[src/rtl/bin2bcd_seq_pkg.sv]
// Shared types and constants for the sequential binary-to-BCD converter.
// FSM encoding, add-3 correction constants and default digit widths.
package bin2bcd_seq_pkg;

  typedef enum logic {
    IDLE  = 1'b0,
    SHIFT = 1'b1
  } state_t;

  localparam logic [3:0] ADD3_THRESH = 4'd5;
  localparam logic [3:0] ADD3_ADDEND = 4'd3;

  localparam int WIDTH_DEF  = 9;
  localparam int DIGITS_DEF = 3;
  localparam int BCD_W      = 4 * DIGITS_DEF;

  // Used at elaboration to prove DIGITS can hold the largest input.
  function automatic longint pow10(input int n);
    longint r;
    r = 1;
    for (int i = 0; i < n; i++) r = r * 10;
    return r;
  endfunction

endpackage

[src/rtl/bin2bcd_seq_add3.sv]
// Double-dabble nibble correction: add 3 when the digit is 5 or more.
// Input is always <= 9, so the 4-bit result never exceeds 12.
module bcd_add3
  import bin2bcd_seq_pkg::*;
(
  input  logic [3:0] din,
  output logic [3:0] dout
);

  assign dout = (din >= ADD3_THRESH) ? din + ADD3_ADDEND : din;

endmodule

[src/rtl/bin2bcd_seq.sv]
// Sequential binary-to-BCD converter, one shift-and-add-3 step per clock.
// bcd is only written on the final step, so it never shows partial values.
module bin2bcd_seq
  import bin2bcd_seq_pkg::*;
#(
  parameter int WIDTH  = WIDTH_DEF,
  parameter int DIGITS = DIGITS_DEF
) (
  input  logic                  clk,
  input  logic                  rst,
  input  logic                  start,
  input  logic [WIDTH-1:0]      bin,
  output logic                  busy,
  output logic                  done,
  output logic [4*DIGITS-1:0]   bcd
);

  localparam int OUT_W = 4 * DIGITS;
  localparam int SR_W  = OUT_W + WIDTH;
  localparam int CNT_W = $clog2(WIDTH + 1);

  if (pow10(DIGITS) <= (longint'(1) << WIDTH) - 1) begin : g_bad_digits
    $error("bin2bcd_seq: DIGITS too small for WIDTH");
  end

  state_t                   state, state_n;
  logic [SR_W-1:0]          sreg, sreg_n;
  logic [CNT_W-1:0]         cnt, cnt_n;
  logic [OUT_W-1:0]         bcd_n;
  logic                     done_n;

  logic [DIGITS-1:0][3:0]   adj;
  logic [SR_W-1:0]          corrected;
  logic [SR_W-1:0]          shifted;

  for (genvar d = 0; d < DIGITS; d++) begin : g_digit
    bcd_add3 u_add3 (
      .din  (sreg[WIDTH + 4*d +: 4]),
      .dout (adj[d])
    );
  end

  assign corrected = {adj, sreg[WIDTH-1:0]};
  assign shifted   = {corrected[SR_W-2:0], 1'b0};
  assign busy      = (state == SHIFT);

  always_comb begin
    state_n = state;
    sreg_n  = sreg;
    cnt_n   = cnt;
    bcd_n   = bcd;
    done_n  = 1'b0;
    case (state)
      IDLE: begin
        if (start) begin
          sreg_n  = {{OUT_W{1'b0}}, bin};
          cnt_n   = CNT_W'(WIDTH);
          state_n = SHIFT;
        end
      end
      SHIFT: begin
        sreg_n = shifted;
        cnt_n  = cnt - CNT_W'(1);
        if (cnt == CNT_W'(1)) begin
          bcd_n   = shifted[SR_W-1 -: OUT_W];
          done_n  = 1'b1;
          state_n = IDLE;
        end
      end
      default: state_n = IDLE;
    endcase
  end

  always_ff @(posedge clk) begin
    if (rst) begin
      state <= IDLE;
      sreg  <= '0;
      cnt   <= '0;
      bcd   <= '0;
      done  <= 1'b0;
    end else begin
      state <= state_n;
      sreg  <= sreg_n;
      cnt   <= cnt_n;
      bcd   <= bcd_n;
      done  <= done_n;
    end
  end

endmodule

[config.mk]
export PLATFORM = sky130hd
export DESIGN_NAME = bin2bcd_seq
export DESIGN_NICKNAME = d
export VERILOG_FILES = /design/src/rtl/bin2bcd_seq_pkg.sv /design/src/rtl/bin2bcd_seq_add3.sv /design/src/rtl/bin2bcd_seq.sv
export SDC_FILE = /design/constraint.sdc
export NUM_CORES = 1
export LEC_CHECK = 0
export ABC_AREA = 1
export BUFFER_PORTS_ARGS = -buffer_cell sky130_fd_sc_hd__buf_4
export CORE_MARGIN = 2
export CORE_UTILIZATION = 60
export DETAILED_ROUTE_END_ITERATION = 8
export PLACE_DENSITY = 0.83
export SYNTH_ARGS = -nofsm -noshare
export SYNTH_HDL_FRONTEND = slang
export SYNTH_SLANG_ARGS = --single-unit
[constraint.sdc]
create_clock -name clk -period 2.7 [get_ports clk]
set_input_delay 0.135 -clock clk [delete_from_list [all_inputs] [get_ports clk]]
set_output_delay 0.135 -clock clk [all_outputs]
set_load 0.01 [all_outputs]
Yosys cells after proc, flatten, opt, wreduce, memory -nomap -nowiden. Cells that the tools add are included.

Bits in registers: 39. Input port bits: 12. Output and inout port bits: 14. Word-level logic and storage cells: 28.

Add/sub/neg operators: 4. Magnitude comparators: 3. Equal/unequal tests: 2. Multiplexer cells: 11. Bitwise gates (word level): 1. Reduce and logical (&&, ||, !) cells: 2.

Operators by type and width (number): $pmux 21 s2 (1); $mux 21 (1); $ge 4x3->1 const B (3); $mux 4 (3); $add 4x2->4 const B (2); $pmux 4 s2 (1); $eq 4x1->1 const B (1); $sub 4x1->4 const B (1); $add 3x2->3 const B (1); $mux 1 (3); $mux 3 (1); $ne 2x2->1 const B (1); $pmux 1 s2 (1); $reduce_and 2->1 (1); $reduce_or 2->1 (1); $not 1->1 (1).

Logic depth before layout (Yosys ltp). Gate-level depths: netlist (run 1).

Depth after elaboration: 3. Mapped depth: 9. Gate-level depth less buffers: 9.

By module. Synthesis (run 1) repeated with hierarchy kept, for this count alone.

Cell total of the unflattened synthesis: 276. Area, all modules: 1965.6 um^2.

Modules (own cells, without submodules): bin2bcd_seq (times used 1, cells an instance 207, area each 1560.2 um^2, seq. area each 780.7 um^2); bcd_add3 (times used 3, cells an instance 23, area each 135.1 um^2, seq. area each 0.0 um^2).

Worst setup path after synthesis (run 1). Ideal clock, no wire load.

Kind: reg-to-reg. From: register sreg[13]. To: register sreg[14]. Library setup time: 0.118 ns. Arrival: 1.067 ns. Required time: 2.582 ns. Path slack: 1.514 ns. Stages on the path, launching flop included: 9. Buffers on the path: 0. Clock period less this slack: 1.186 ns. Path through: dfxtp_1 > inv_1 > ha_1 > inv_1 > nand2_1 > nand3_1 > nand2_1 > nand3_1 > a21oi_1.

Longest elaborated chain between the ends: 3. Elaborated cells between the ends (all ways): 4. Those cells by class: add/sub (1); order compare (1); mux (2).

Ends and longest elaborated chain: start, declared (line bin2bcd_seq.sv:27) `logic [SR_W-1:0] sreg, sreg_n;`; start signal, assigned (line bin2bcd_seq.sv:83) `sreg <= sreg_n;`; $add 4x2->4 / $ge 4x3->1 (equally long branches) (line bin2bcd_seq_add3.sv:10) `assign dout = (din >= ADD3_THRESH) ? din + ADD3_ADDEND : din;`; $mux 4 * (line bin2bcd_seq_add3.sv:10); $pmux 21 s2 * (line bin2bcd_seq.sv:53) `case (state)`.

Mark *: on every way between the ends. The rest lies on a longest branch, timed or not. A chain may end at the register's enable or synchronous reset.

Worst setup path in the final report (run 1).
From: register state (netlist: busy). To: register sreg[5].

Longest elaborated chain between the ends: 2. Elaborated cells between the ends (all ways): 3. Those cells by class: eq/ne (1); mux (1); bitwise (1).

Ends and longest elaborated chain: start, declared (line bin2bcd_seq.sv:26) `state_t state, state_n;`; start signal, assigned (line bin2bcd_seq.sv:82) `state <= state_n;`; $not 1->1; $pmux 21 s2 / $ne 2x2->1 (equally long branches).

Several ways; a longest one is shown, not always the timed one.

==> reports/metrics.csv, run 1 <==
metric,value,unit
outcome,completed,
Slew headroom,61.79,%
post-synth top area cell,dfxtp_1,
WS Path Type,register to register,
diode count,0,
reported leakage power,1.023,nW
metal3 WL,162,um
CP endpoint kind,register,
setup ws final,1091,ps
switching pwr,0.0002709,W
setup TNS,0,ps
post-CTS sizing,0,
vias per cell,5.173,
worst hold path type,input port to register,
hpwl dp,2.397,mm
Max-Cap Viols,0,
final hold vios,0,
Mapped Avg Cell Area,7.252,sq um
gr ovfl total,0,
initial antenna violation count,0,
pin count of the biggest net entering global routing,26,
CTS tree,done,
Total GRT Usage,21.01,%
width of the chip,59.52,um
Port Buffers,25,
Final nets,299,
htree depth,2,
met1 wire length,1.625,mm
syn_nets,275,
Clock transition at path regs,120,ps
Startpoint Class,register,
router iterations before antenna repair,4,
share of the synthesized area in the top cell type,42.22,%
layout cell share with drive strength beyond 1,15.71,%
post-synthesis sequential area ratio,42.22,%
Final period util,59.59,%
CP Data Arrival Time,1870,ps
Initial Util,61.58,%
Post-CTS Hold Fix Bufs,0,
Max VDD drop,0.2997,mV
Die Ht,59.52,um
maximum clock rate,621.5,MHz
die footprint,0.003542,sq mm
post-route ant nets,0,
pre-CTS setup slack,1112,ps
Area Growth Syn to Fin,11.70,%
vias in the first global route,1385,
Clock Skews,9.327,ps
DRC viols,0,
initial drt markers,61,
cell area after synthesis,0.001849,sq mm
Setup Viol. Count Final,0,
Yosys reg bits,39,
Core ar.,0.003003,sq mm
global-route wire length before repair,5.671,mm
Clk Tree Root Cell,clkbuf_4,
CTS sink cnt,39,
"Max FO, Critical Path",16,
# rows,20,
combinational power share,10.4,%
Sw Share,27.07,%
Worst Path Required,2960,ps
final wirelength,3.321,mm
number of synthesized flops with an enable pin,0,
routability congestion estimate,0.7674,
Flop pwr share,60.7,%
DR top layer,met4,
most frequent cell after synthesis,nand2_1,
IO Count,26,
Cell variety after synth,22,
Clock Power Share,29.0,%
"Async S/R FF share, synth",0,%
top post-synthesis cells by count,"99 x nand2_1, 39 x dfxtp_1, 26 x nand3_1",
Final min period,1609,ps
Final Core Density,68.79,%
wire length per cell,10.61,um
RSZ-0062 raised after global routing,false,
prevailing post-synth register cell,dfxtp_1,
Num CTS Buffers,5,
Gate Count Post-Synth,255,
Met2 Wirelength,1.505,mm
DR vias,1619,
Ys Warns,0,
Slew Limit Fails,0,
Cell Pwr Density,484.6,mW/mm^2
internal power,0.0007301,W
dominant cells by area after synthesis,"dfxtp_1 42%, nand2_1 20%, nand3_1 7.0%",
clock latency at the later pin of the worst-skew pair,350,ps
post-CTS setup buffers,0,
worst slew pin tran,572.4,ps
CTS max path bufs,2,
-- power by group through the flow --
| stage | logic (W) | registers (W) | clock network, W |
|---|---|---|---|
| 5_1_grt | 0.000117 | 0.000610 | 0.000325 |
| 6_report | 0.000104 | 0.000607 | 0.000290 |
| 3_3_place_gp | 0.000104 | 0.000620 | 0 |
| 2_1_floorplan | 0.0000887 | 0.000613 | 0 |
| 4_1_cts | 0.000105 | 0.000607 | 0.000298 |
| 3_5_place_dp | 0.000105 | 0.000620 | 0 |
-- critical path, stage by stage (launching register included) --
cell	delay, ps
dfxtp_1	700
buf_4	310
inv_2	50
nand2_1	110
inv_2	100
nand2_1	70
nand3_1	60
nand2_1	60
inv_1	40
-- layout by cell type (no fill, tap or decap), types with 5 or more instances in the layout --
cell type	netlist	layout
inv_2	5	5
a21oi_1	19	19
o21ai_0	6	6
clkbuf_4	0	5
inv_1	25	25
ha_1	8	8
nand2_1	99	99
nand3_1	26	26
buf_4	4	26
dfxtp_1	39	39
-- per-stage QoR --
stage / hold slack [ps] / instance area (sq um) / std cells / total power [W]
floorplan: 278.2 / 1849 / 255 / 0.0007021
global placement: 407.1 / 2013 / 305 / 0.0007235
detailed placement: 409.5 / 2013 / 305 / 0.0007249
CTS: 25.87 / 2066 / 313 / 0.001010
global route: 24.28 / 2066 / 313 / 0.001053
finish: 42.79 / 2066 / 313 / 0.001001
-- layout make-up --
type / instances / area (sq um)
clock buffer: 5 / 37.54
sequential: 39 / 780.7
tap: 33 / 41.29
clock inverter: 3 / 15.01
multi-input combinational: 176 / 879.6
fill: 277 / 937.1
inverter: 31 / 116.4
timing repair buffer: 26 / 195.2
-- sequential cells by signal, indices dropped and copies added, names as in the netlist --
register,flops
bcd,12
done,1
sreg,21
cnt,4
busy,1
-- logic make-up after synthesis --
| logic type | share of synthesized area (%) |
|---|---|
| buffers and inverters | 10.22 |
| AOI/OAI and AO/OA | 9.066 |
| DFF | 42.22 |
| and+or+nand+nor | 33.08 |
| adders and majority gates | 5.413 |
-- worst paths after layout --
check	start	end	slack, ps	cells after the start
worst max-delay path	busy	sreg[5]	1090	8
worst min-delay path	bin[0]	sreg[0]	40	3
worst max register to register	busy	sreg[5]	1090	8
worst min register to register	bcd[4]	bcd[4]	450	2
-- metal layers --
layer	global-route usage [%]	vias up
met5	0	-
met3	6.550	4
met4	6.984	0
met2	34.54	39
li1	-	863
met1	26.12	713
Note: power is estimated with default switching activity, not from simulation.
==> inputs of run 2 (changes only) <==
CORE_UTILIZATION = 50   (was 60)
PLACE_DENSITY = 0.74   (was 0.83)
clock period = 1.41 ns   (was 2.7 ns; I/O delays follow)
==> run 2 against run 1 <==
Utilization is 8.6 points lower. Via count is 1.2% higher. Global-route usage is 1.7 points lower. Sequential share of layout area is 1.7 points lower. Clock power is 140% higher. Die area is 19% higher. Clock-buffer cell count is 2 higher. Hold slack worse by 1.9 ps. Worst setup slack worse by 1000 ps. First-iteration DRC count is 23% higher. Design area is 5.1% higher. Critical endpoint is now sreg[10].
==> reports/metrics.csv, run 2 (synthesis results as in run 1) <==
metric,value,unit,change
most frequent cells in the layout,"99 x nand2_1, 36 x dfxtp_1, 30 x buf_4, 26 x nand3_1, 25 x inv_1",,
IO Count,26,,unchanged
reported leakage power,1.064,nW,+4.0%
fin cells,333,,+6.4%
die footprint,0.004201,sq mm,+19%
"most common cell after layout, fill and taps aside",nand2_1,,
CP Data Arrival Time,1480,ps,-390 ps
routability congestion estimate,0.8673,,+13%
CTS sink cnt,39,,unchanged
RSZ-0062 raised after global routing,false,,
htree depth,2,,unchanged
final hold vios,0,,unchanged
Final min period,1317,ps,-291.5 ps
Clock Skews,4.419,ps,-4.908 ps
Core ar.,0.003606,sq mm,+20%
Post-CTS Hold Fix Bufs,0,,unchanged
vias per cell,4.922,,-4.8%
initial antenna violation count,0,,unchanged
"Max FO, Critical Path",6,,-10
vias in the first global route,1399,,+1.0%
setup ws final,92.56,ps,-998.5 ps
worst hold path type,input port to register,,
placed cell area,0.002062,sq mm,+2.4%
CTS max path bufs,2,,unchanged
setup TNS,0,ps,unchanged
diode count,0,,unchanged
Biggest register,sreg,,
worst slew pin tran,305.6,ps,-266.8 ps
clock latency at the later pin of the worst-skew pair,290,ps,-60 ps
Num CTS Buffers,5,,unchanged
Cell Pwr Density,966.9,mW/mm^2,+100%
DRC viols,0,,unchanged
post-route ant nets,0,,unchanged
Area Growth Syn to Fin,17.39,%,
Port Buffers,25,,unchanged
max reg flops,21,,unchanged
CTS tree,done,,
maximum clock rate,759.0,MHz,+22%
# placed instances,324,,+6.2%
hpwl dp,2.498,mm,+4.2%
Final period util,93.44,%,+34 points
Final nets,304,,+1.7%
gr ovfl total,0,,unchanged
Worst Path Required,1580,ps,-1380 ps
Slew headroom,79.58,%,+18 points
Clk Tree Root Cell,clkbuf_8,,
final cell area excluding filler cells,0.002171,sq mm,+5.1%
Clock transition at path regs,70,ps,-50 ps
largest registers,"sreg (21), bcd (12), cnt (4)",,
initial drt markers,75,,+23%
Die Ht,64.82,um,+8.9%
Startpoint Class,register,,
wire length per cell,10.59,um,-0.23%
Max-Cap Viols,0,,unchanged
final wirelength,3.525,mm,+6.1%
# rows,22,,+10%
Total GRT Usage,19.35,%,-1.7 points
R2R setup slack,90,ps,-1000 ps
Slew Limit Fails,0,,unchanged
DR vias,1639,,+1.2%
Initial Util,51.28,%,-10 points
Max VDD drop,0.6084,mV,+100%
router iterations before antenna repair,5,,+1
outcome,completed,,
CP endpoint kind,register,,
pin count of the biggest net entering global routing,20,,-23%
Setup Viol. Count Final,0,,unchanged
pre-CTS setup slack,36.21,ps,-1075 ps
WS Path Type,register to register,,
width of the chip,64.82,um,+8.9%
layout cell share with drive strength beyond 1,17.89,%,+2.2 points
global-route wire length before repair,6.175,mm,+8.9%
run 2: repair_timing:
item	CTS	global route
buffers inserted	0	1
setup endpoints to repair	0	9
gates resized for setup	0	4
run 2: power by group:
group	switching (W)	internal (W)	leakage (nW)
sequential	0.0000200	0.00113	0.318
combinational	0.000138	0.0000983	0.703
clock	0.000363	0.000347	0.0422
total	0.000521	0.00158	1.06
run 2: worst paths after layout:
kind,start,end,cells after the start
max,sreg[9],sreg[10],8
min,bin[0],sreg[0],3
max reg2reg,sreg[9],sreg[10],8
min reg2reg,bcd[0],bcd[0],2
run 2: stage by stage:
stage	power (W)	util [%]	hold WS, ps
2_1_floorplan	0.001344	-	213.7
3_3_place_gp	0.001403	57.18	334.3
3_5_place_dp	0.001406	57.18	342.6
4_1_cts	0.002123	59.44	28.56
5_1_grt	0.002212	60.20	30.20
6_report	0.002099	60.20	40.86
run 2: cell type report:
class	instances	area, sq um
Inverter	31	116.4
Tap cell	48	60.06
Clock inverter	1	5.005
Sequential cell	39	784.5
Timing Repair Buffer	31	245.2
Fill cell	363	1435
Multi-Input combinational cell	176	883.3
Clock buffer	7	76.32
run 2: routing by layer:
metal	track usage (%)	up-vias	routed length (um)
li1	-	871	-
met2	31.44	36	1662
met1	22.98	726	1620
met5	0	-	0
met3	5.903	6	170
met4	9.840	0	70
run 2: critical path, stage by stage, from the launching register on:
cell and delay, ps:
dfxtp_2 370, inv_1 70, ha_1 240, nand2_1 80, nand2_1 110, nand2_1 110
nand2_1 80, nand3_1 90, a21oi_1 60
==> inputs of run 3 (changes only) <==
RECOVER_POWER = 100   (was unset)
==> run 3 against run 2 <==
Design area is 2.7% lower. Hold slack worse by 1.2 ps. Largest cell class unchanged. Sequential power hardly changed. Wire length is 0.34% higher. Final cell count stayed put. Register-to-register slack worse by 30 ps. Clock-buffer cell count stayed put. Worst setup slack worse by 35 ps.
==> reports/metrics.csv, run 3 (synthesis results as in run 1) <==
metric,value,unit,change
Setup Viol. Count Final,0,,unchanged
max reg flops,21,,unchanged
pin count of the biggest net entering global routing,20,,unchanged
htree depth,2,,unchanged
vias per cell,4.883,,-0.79%
Die Ht,64.82,um,unchanged
Num CTS Buffers,5,,unchanged
Hold WS,39.65,ps,-1.210 ps
initial drt markers,82,,+9.3%
most frequent cells in the layout,"99 x nand2_1, 36 x dfxtp_1, 26 x inv_1, 26 x nand3_1, 19 x a21oi_1",,
Slew Limit Fails,0,,unchanged
global-route wire length before repair,6.175,mm,unchanged
worst slew pin tran,309.1,ps,+3.466 ps
R2R setup slack,60,ps,-30 ps
clock latency at the later pin of the worst-skew pair,290,ps,about the same
Core ar.,0.003606,sq mm,unchanged
Final min period,1352,ps,+34.79 ps
fillcell total,373,,+2.8%
Slew headroom,79.35,%,-0.23 points
WS Path Type,register to register,,
Worst Path Required,1630,ps,+50 ps
RSZ-0062 raised after global routing,false,,
diode count,0,,unchanged
Cell Pwr Density,992.8,mW/mm^2,+2.7%
# rows,22,,unchanged
DR vias,1626,,-0.79%
CTS tree,done,,
Area Growth Syn to Fin,14.28,%,
DRC viols,0,,unchanged
router iterations before antenna repair,4,,-1
reg2reg path depth,7,,-1
outcome,completed,,
gr ovfl total,0,,unchanged
Final Core Density,58.61,%,-1.6 points
maximum clock rate,739.5,MHz,-2.6%
width of the chip,64.82,um,unchanged
Post-CTS Hold Fix Bufs,0,,unchanged
post-route ant nets,0,,unchanged
hpwl dp,2.498,mm,unchanged
initial antenna violation count,0,,unchanged
largest registers,"sreg (21), bcd (12), cnt (4)",,
Clk Tree Root Cell,clkbuf_8,,
"Max FO, Critical Path",6,,unchanged
Port Buffers,25,,unchanged
"most common cell after layout, fill and taps aside",nand2_1,,
Max-Cap Viols,0,,unchanged
CP endpoint kind,register,,
CTS max path bufs,2,,unchanged
final wirelength,3.537,mm,+0.34%
Startpoint Class,register,,
Total GRT Usage,19.35,%,unchanged
wire length per cell,10.62,um,+0.34%
CTS sink cnt,39,,unchanged
reported leakage power,1.005,nW,-5.5%
Max VDD drop,0.6096,mV,+0.21%
Biggest register,sreg,,
CP Data Arrival Time,1570,ps,+90 ps
final hold vios,0,,unchanged
Final period util,95.90,%,+2.5 points
hold path cells,3,,unchanged
layout cell share with drive strength beyond 1,12.63,%,-5.3 points
routability congestion estimate,0.8673,,unchanged
Final nets,304,,unchanged
Clock transition at path regs,70,ps,about the same
worst hold path type,input port to register,,
setup TNS,0,ps,unchanged
IO Count,26,,unchanged
vias in the first global route,1399,,unchanged
Clock Skews,5.443,ps,+1.024 ps
die footprint,0.004201,sq mm,unchanged
Initial Util,51.28,%,unchanged
## run 3: cell count changes in the layout (fill, tap and decap cells not counted)
cell	change
inv_2	-1
o21ai_1	+1
inv_1	+1
buf_4	-15
clkbuf_1	+13
clkbuf_2	+2
o21ai_2	-1
## run 3: per-stage QoR
| step | setup WS [ps] | power [W] | instances | cell area [sq um] |
|---|---|---|---|---|
| 5_1_grt | 3.441 | 0.002208 | 333 | 2113 |
| 3_5_place_dp | 36.21 | 0.001406 | 324 | 2062 |
| 4_1_cts | 7.596 | 0.002123 | 332 | 2143 |
| 3_3_place_gp | 22.80 | 0.001403 | 324 | 2062 |
| 6_report | 57.77 | 0.002098 | 333 | 2113 |
| 2_1_floorplan | 224.2 | 0.001344 | 255 | 1849 |
## run 3: routing by layer
layer / routed length, um / part of all wire (%) / track usage [%]
met1: 1665 / 47 / 22.98
met2: 1643 / 46 / 31.44
met4: 65 / 1.8 / 9.840
met3: 162 / 4.6 / 5.903
met5: 0 / 0 / 0
## run 3: where the power goes
part	total (W)	switching [W]	internal, W
registers	0.00115	0.0000200	0.00113
logic	0.000232	0.000137	0.0000943
clock network	0.000713	0.000367	0.000347
## run 3: worst paths after layout
check	startpoint	end
worst max-delay path	sreg[9]	sreg[13]
worst min register to register	bcd[0]	bcd[0]
worst max register to register	sreg[9]	sreg[13]
worst min-delay path	bin[0]	sreg[0]
## run 3: area by class of cell
type | instances | area (sq um) | share of cell area (%)
Multi-Input combinational cell | 176 | 879.6 | 41.62
Sequential cell | 39 | 784.5 | 37.12
Timing Repair Buffer | 31 | 191.4 | 9.059
Inverter | 31 | 116.4 | 5.506
Clock buffer | 7 | 76.32 | 3.612
Tap cell | 48 | 60.06 | 2.842
Clock inverter | 1 | 5.005 | 0.2368
## run 3: timing repair
action / in CTS / in global routing
buffers inserted: 0 / 1
resized for setup: 0 / 4
endpoints found under the setup margin: 0 / 9
## run 3: critical path, stage by stage (launching register included)
cell and delay (ps):
dfxtp_2 370, inv_1 70, ha_1 240, nand2_1 80, nand2_1 90, o21ai_1 240
nand2_1 80, a21oi_1 120
